$ cat config.mk
export PLATFORM = sky130hd
export DESIGN_NAME = spi_bus_arbiter
export DESIGN_NICKNAME = d
export VERILOG_FILES = /design/src/rtl/spi_bus_arbiter.sv
export SDC_FILE = /design/constraint.sdc
export NUM_CORES = 1
export LEC_CHECK = 0
export CORE_ASPECT_RATIO = 1.5
export CORE_MARGIN = 10
export CORE_UTILIZATION = 45
export DETAILED_ROUTE_END_ITERATION = 7
export PLACE_DENSITY = 0.83
export SETUP_SLACK_MARGIN = 0.1
export SYNTH_ARGS = -nofsm -noshare
export SYNTH_HDL_FRONTEND = slang
export SYNTH_SLANG_ARGS = --single-unit
$ cat constraint.sdc
create_clock -name clk -period 5.17 [get_ports clk]
set_clock_uncertainty 0.05 [all_clocks]
set_input_delay 0.7755 -clock clk [delete_from_list [all_inputs] [get_ports clk]]
set_output_delay 0.7755 -clock clk [all_outputs]
set_load 0.05 [all_outputs]
$ cat src/rtl/spi_bus_arbiter.sv
// Round-robin arbiter sharing one SPI master between N_REQ requesters, with per-device select routing.
// Optional WAIT-state watchdog enabled by defining SPI_ARB_TIMEOUT_EN.
module spi_bus_arbiter #(
   parameter int unsigned N_REQ       = 5,
   parameter int unsigned GAP_CYC     = 4,
   parameter int unsigned TIMEOUT_CYC = 1024
) (
   input  logic                 clk,
   input  logic                 rst,
   input  logic [N_REQ-1:0]     req,
   input  logic [16*N_REQ-1:0]  req_data,
   output logic [N_REQ-1:0]     gnt,
   output logic [N_REQ-1:0]     req_done,
   output logic [15:0]          rd_data,
   output logic                 spi_wrt,
   output logic [15:0]          spi_data_out,
   input  logic                 spi_done,
   input  logic [15:0]          spi_data_in,
   input  logic                 spi_ss_n_in,
   output logic [N_REQ-1:0]     ss_n,
   output logic                 busy,
   input  logic                 clr_err,
   output logic                 err_timeout
);

   localparam int unsigned IW = (N_REQ > 1) ? $clog2(N_REQ) : 1;

   typedef enum logic [2:0] {StIdle, StGrant, StLaunch, StWait, StGap} state_e;

   state_e          state_q;
   logic [IW-1:0]   owner_q;
   logic [IW-1:0]   rr_ptr_q;
   logic [7:0]      gap_cnt_q;
   logic [IW-1:0]   pick;
   logic            pick_vld;
   logic [N_REQ-1:0] one_hot_base;
   int unsigned     idx;

   assign one_hot_base = {{(N_REQ-1){1'b0}}, 1'b1};

   // Descending scan so the lowest offset from rr_ptr_q wins.
   always_comb begin
      pick     = '0;
      pick_vld = 1'b0;
      idx      = 0;
      for (int i = N_REQ - 1; i >= 0; i--) begin
         idx = (int'(rr_ptr_q) + i) % N_REQ;
         if (req[idx]) begin
            pick     = IW'(idx);
            pick_vld = 1'b1;
         end
      end
   end

`ifdef SPI_ARB_TIMEOUT_EN
   logic [31:0] tmo_cnt_q;
`else
   logic unused_clr_err;
   assign unused_clr_err = clr_err;
   assign err_timeout    = 1'b0;
`endif

   always_ff @(posedge clk) begin
      if (rst) begin
         state_q      <= StIdle;
         owner_q      <= '0;
         rr_ptr_q     <= '0;
         gap_cnt_q    <= '0;
         gnt          <= '0;
         req_done     <= '0;
         rd_data      <= '0;
         spi_wrt      <= 1'b0;
         spi_data_out <= '0;
`ifdef SPI_ARB_TIMEOUT_EN
         tmo_cnt_q    <= '0;
         err_timeout  <= 1'b0;
`endif
      end else begin
         req_done <= '0;
         spi_wrt  <= 1'b0;
`ifdef SPI_ARB_TIMEOUT_EN
         if (clr_err) err_timeout <= 1'b0;
         if (state_q == StLaunch || state_q == StWait) tmo_cnt_q <= tmo_cnt_q + 32'd1;
`endif
         case (state_q)
            StIdle: begin
               if (pick_vld) begin
                  owner_q      <= pick;
                  gnt          <= one_hot_base << pick;
                  spi_data_out <= req_data[16*int'(pick) +: 16];
                  state_q      <= StGrant;
               end
            end
            StGrant: begin
               spi_wrt <= 1'b1;
`ifdef SPI_ARB_TIMEOUT_EN
               tmo_cnt_q <= '0;
`endif
               state_q <= StLaunch;
            end
            StLaunch: state_q <= StWait;
            StWait: begin
               if (spi_done) begin
                  rd_data   <= spi_data_in;
                  req_done  <= gnt;
                  gnt       <= '0;
                  rr_ptr_q  <= (owner_q == IW'(N_REQ - 1)) ? '0 : owner_q + 1'b1;
                  gap_cnt_q <= 8'(GAP_CYC);
                  state_q   <= StGap;
               end
`ifdef SPI_ARB_TIMEOUT_EN
               else if (tmo_cnt_q == TIMEOUT_CYC - 1) begin
                  // Setting overrides a clr_err in the same cycle.
                  err_timeout <= 1'b1;
                  rd_data     <= 16'hFFFF;
                  req_done    <= gnt;
                  gnt         <= '0;
                  rr_ptr_q    <= (owner_q == IW'(N_REQ - 1)) ? '0 : owner_q + 1'b1;
                  gap_cnt_q   <= 8'(GAP_CYC);
                  state_q     <= StGap;
               end
`endif
            end
            StGap: begin
               gap_cnt_q <= gap_cnt_q - 8'd1;
               if (gap_cnt_q <= 8'd1) state_q <= StIdle;
            end
            default: state_q <= StIdle;
         endcase
      end
   end

   // Only the owner's select follows the master; gnt is one-hot so at most one bit is low.
   assign ss_n = (state_q == StGrant || state_q == StLaunch || state_q == StWait) ?
                 (~gnt | {N_REQ{spi_ss_n_in}}) : '1;
   assign busy = (state_q != StIdle);

endmodule
* Word level (Yosys, flattened, before mapping) *
Index checks and enable logic that the tools add are counted.

storage, ports and cells
  bits in latches = 0
  memories kept = 0
  word-level logic and storage cells = 84
  output and inout bits = 50
  memory bits (read-only) = 0
  bits in writable memories = 0
  register bits = 60
  input port bits = 106

cells by class
  add/subtract/negate cells = 6
  magnitude comparators = 6
  eq/ne operators = 8
  $mul = 0
  shift-type cells = 2
  mux-type cells = 32
  divide/modulo/power cells = 5
  bitwise operators = 4
  reductions and logical operators = 12

operators by type and width
  kind                                                                               count
  32-bit by 4-bit less-than comparator with 1-bit output (second input constant)     5
  32-bit by 3-bit remainder unit with 32-bit output (second input constant)          4
  80-bit by 8-bit variable part select with 16-bit output                            1
  3-bit by 3-bit remainder unit with 32-bit output (second input constant)           1
  3-bit two-way mux                                                                  9
  8-bit one-hot mux with 2 select lines                                              1
  1-bit binary-select mux with 3-bit select                                          5
  5-bit two-way mux                                                                  3
  3-bit one-hot mux with 5 select lines                                              1
  1-bit two-way mux                                                                  11
  5-bit one-hot mux with 2 select lines                                              1
  3-bit by 2-bit adder with 4-bit output (second input constant)                     2
  8-bit by 1-bit less-or-equal comparator with 1-bit output (second input constant)  1
  8-bit two-way mux                                                                  1
  8-bit by 1-bit subtractor with 8-bit output (second input constant)                1
  3-bit by 2-bit equality test with 1-bit output (second input constant)             2
  3-bit equality test (second input constant)                                        2
  2-bit != test (second input constant)                                              3
  2-bit AND reduction                                                                3
  3-bit AND reduction                                                                2
  5-bit inverter                                                                     1
  5-bit OR                                                                           1
  1-bit by 3-bit << shifter with 5-bit output (first input constant)                 1
  3-bit by 1-bit adder with 4-bit output (second input constant)                     1
  other kinds (9)                                                                    12

* Longest topological paths before layout *
  depth after elaboration = 12
  gate-level depth with buffers = 23
  gate-level depth less buffers = 18

* Least setup slack after synthesis *
Ideal clock, no wire load.

  path type = register to register
  start = reg rr_ptr_q[0]
  end = reg spi_data_out[10]
  cell stages (with the launch flop) = 23
  setup time = 0.136 ns
  period minus slack after synthesis = 4.507 ns
  data required time = 4.984 ns
  slack = 0.663 ns
  buffers on the path = 4
  arrival time = 4.322 ns
  cells stage by stage = dfxtp_1 inv_1 buf_2 ha_1 buf_2 inv_1 ha_1 o21ai_0 nor2_1 nor2_1 ha_1 nor2b_1 o21ai_0 a211oi_2 nand2_1 a211o_1 nor3b_1 o31a_1 buf_2 a21o_1 buf_6 a2111oi_0 a211oi_1

between the ends
  longest elaborated chain between the ends = 10
  elaborated cells between the ends (all ways) = 31
  classes of those cells = 4 x add/sub; 5 x div; 1 x shift; 20 x mux; 1 x reduce/logical

RTL lines
  item                                                                                            line  text
  start, declared                                                                                 32    logic [IW-1:0] rr_ptr_q;
  start signal, assigned                                                                          107   rr_ptr_q <= (owner_q == IW'(N_REQ - 1)) ? '0 : owner_q + 1'b1;
  3-bit by 3-bit adder with 4-bit output                                                          47    idx = (int'(rr_ptr_q) + i) % N_REQ;
  32-bit by 3-bit remainder unit with 32-bit output                                               47
  1-bit binary-select mux with 3-bit select                                                       48    if (req[idx]) begin
  1-bit two-way mux (implied by the code)                                                         48
  3-bit two-way mux or 1-bit two-way mux (tied branches) (5 in a row)                             48
  80-bit by 8-bit variable part select with 16-bit output or 2-bit AND reduction (tied branches)  n/a
  end signal, assigned                                                                            90    spi_data_out <= req_data[16*int'(pick) +: 16];
  end, declared                                                                                   16    output logic [15:0] spi_data_out,

Parallel ways exist; a longest one is shown, timed or not. The select of a mux whose other input is x is not followed.
A chain may end at the register's enable or synchronous reset.

* Worst setup path after layout *
Same ends and word-level chain as after synthesis.

==> results.json <==
{
  "outcome": "finished clean",
  "slew_headroom_pct": 28.1,
  "drcViolationCount": 0,
  "synthArstFlopShare_pct": 0,
  "layout_commonest_cell": "clkdlybuf4s50_1",
  "overflow": 0,
  "ant_nets": 0,
  "die_area_um2": 15400,
  "portBuffers": 153,
  "internal_power_mw": 1.27,
  "grt_pass1_vias": 5594,
  "worst_pin_slew_ns": 1.08,
  "worstPathArrival_ns": 4.96,
  "setup_tns_ns": 0,
  "wl_mm": 16.9,
  "syn-num-nets": 762,
  "synth_area_per_cell_um2": 7.65,
  "synth_ff_type": "dfxtp_1",
  "r2r-start": "rr_ptr_q[0]",
  "first_pass_iters": 7,
  "cap_viol_max_count": 0,
  "ctsHtreeMaxLevel": 3,
  "area_growth_pct": 42.2,
  "final_cell_mix": "clkdlybuf4s50_1 (152), nand2_1 (71), nor2_1 (61)",
  "clkLatencyLatePin_ns": 0.33,
  "power_mw": 1.98,
  "hpwl_mm": 13.0,
  "num_rows": 46,
  "nets": 908,
  "syn-cell-area_um2": 4830,
  "path_clk_slew_ns": 0.05,
  "cts_root_buf": "clkbuf_16",
  "max_freq_ghz": 0.208,
  "p_leak_nw": 2.72,
  "start_util_pct": 45.9,
  "rsz0062_at_grt": "false",
  "power_density_nw_per_um2": 288,
  "synth-edff-count": 0,
  "route.vias.total": 5450,
  "finalCritPeriodShare_pct": 93.1,
  "clock_path_buffers": 2,
  "core-area_um2": 10500,
  "finalCriticalPeriod_ns": 4.82,
  "hp-start": "rd_data[1]",
  "drt_iter0_markers": 286,
  "p_clk_share_pct": 33.4,
  "worstSetupPathType": "register to register",
  "diodes": 0,
  "grt_pass1_wl_mm": 27.4,
  "pwr-share-seq_pct": 27.3,
  "pwr-share-comb_pct": 39.3,
  "hold_viol_final": 0,
  "drive_gt1_share_pct": 8.94,
  "die-height_um": 147,
  "yosys_warnings": 0,
  "viasPerCell": 5.88,
  "place_inst": 910,
  "ctsHoldBuffers": 0,
  "grt_start_max_net_pins": 58,
  "crit_start": "rr_ptr_q[0]",
  "syn_inst": 632,
  "ys_ff_latch": 60,
  "track_usage_pct": 21.3,
  "fillers": 904,
  "p_switching_uw": 704,
  "antenna_found_initial": 0,
  "swShare_pct": 35.6,
  "setup_viol": 0,
  "finalMaxSlewViolations": 0,
  "ir_drop_mv": 0.177,
  "ioPinCount": 156,
  "ys_types": 75,
  "crit_fanout": 18,
  "cts_buffers": 9,
  "die_x_um": 105,
  "cts_tree": "built",
  "hp-class": "register to register",
  "critPathCaptureType": "register",
  "startpoint_type": "register",
  "clock-sinks": 60,
  "required_ns": 5.31,
  "place_congestion": 0.929,
  "synth-seq-area-share_pct": 24.9,
  "fin_cells": 927,
  "wl_per_cell_um": 18.2
}
[metal layers]
| layer | up-vias | global-route usage, % | routed length (um) |
|---|---|---|---|
| met5 | - | 0 | 0 |
| met2 | 225 | 38.7 | 8820 |
| met1 | 2537 | 21.6 | 6270 |
| li1 | 2628 | - | - |
| met3 | 60 | 5.82 | 1230 |
| met4 | 0 | 11.2 | 607 |
[Yosys cell counts, drive strengths merged (20+ instances only)]
master / number / area, um2
nand2: 72 / 273
ha: 24 / 300
inv: 43 / 161
o21ai: 24 / 120
buf: 26 / 175
a211oi: 43 / 338
a21oi: 39 / 214
nor2: 62 / 233
dfxtp: 60 / 1200
a2111oi: 20 / 188
nor3: 24 / 120
clkbuf: 20 / 75.1
mux2i: 26 / 260
a211o: 20 / 175
[kinds of logic (layout without fill, tap and decap cells)]
kind of cell | after synthesis | after routing | synth area share (%)
adders and majority gates | 24 | 24 | 6.21
xor gates and xnor gates | 7 | 7 | 1.27
AOI/OAI and AO/OA | 207 | 207 | 32.1
and+or+nand+nor | 217 | 217 | 21.1
other | 1 | 1 | 0.0776
DFF | 60 | 60 | 24.9
buffers and inverters | 89 | 240 | 8.52
muxes | 27 | 27 | 5.85
[state kept, by name, indices dropped and copies added, names as in the netlist]
register	cells
state_q	3
rd_data	16
owner_q	3
req_done	5
spi_wrt	1
spi_data_out	16
gap_cnt_q	8
gnt	5
rr_ptr_q	3
[metrics by stage]
step / hold WS [ns] / utilization, % / cell area [um2] / setup WS (ns)
2_1_floorplan: 0.411 / - / 4830 / 0.663
3_3_place_gp: 0.391 / 61.9 / 6520 / 0.482
3_5_place_dp: 0.398 / 61.9 / 6520 / 0.291
4_1_cts: 0.405 / 65.1 / 6850 / 0.289
5_1_grt: 0.435 / 65.3 / 6870 / 0.0998
6_report: 0.402 / 65.3 / 6870 / 0.355
[worst paths after layout]
kind,to,slack (ns),cells past startpoint
setup reg to reg,spi_data_out[10],0.35,18
hold reg to reg,rd_data[1],0.40,2
setup / recovery,spi_data_out[10],0.35,18
hold / removal,rd_data[1],0.40,2
[repair_timing]
item | in CTS | in global routing
resized for setup | 0 | 5
endpoints found under the setup margin | 0 | 16
buffers inserted | 0 | 1
[power by group through the flow]
stage	Sequential (mW)	Combinational [mW]	Clock, mW
after floorplan	0.666	0.376	0
after global placement	0.545	0.750	0
after detailed placement	0.548	0.766	0
after CTS	0.539	0.770	0.668
after global routing	0.544	0.834	0.687
final	0.539	0.777	0.661
[critical path, stage by stage, from the launching register on]
cell and delay [ns]:
dfxtp_1 0.50, inv_1 0.11, ha_1 0.22, inv_1 0.05, ha_1 0.25, o21ai_0 0.18, nor2_1 0.05, nor2_1 0.20
ha_1 0.22, nor2b_1 0.17, o21ai_0 0.14, a211oi_2 0.36, nand2_1 0.09, a211o_1 0.37, nor3b_1 0.16, o31a_1 0.39
a21o_1 0.42, a2111oi_0 0.64, a211oi_1 0.08
[area by class of cell]
type	instances	area, um2	share of cell area (%)
Tap cell	144	180	2.62
Multi-Input combinational cell	483	3250	47.3
Inverter	43	161	2.35
Timing Repair Buffer	181	1750	25.5
Sequential cell	60	1200	17.5
Clock inverter	3	68.8	1.00
Clock buffer	13	260	3.79
Power figures use the tool's default switching activity.
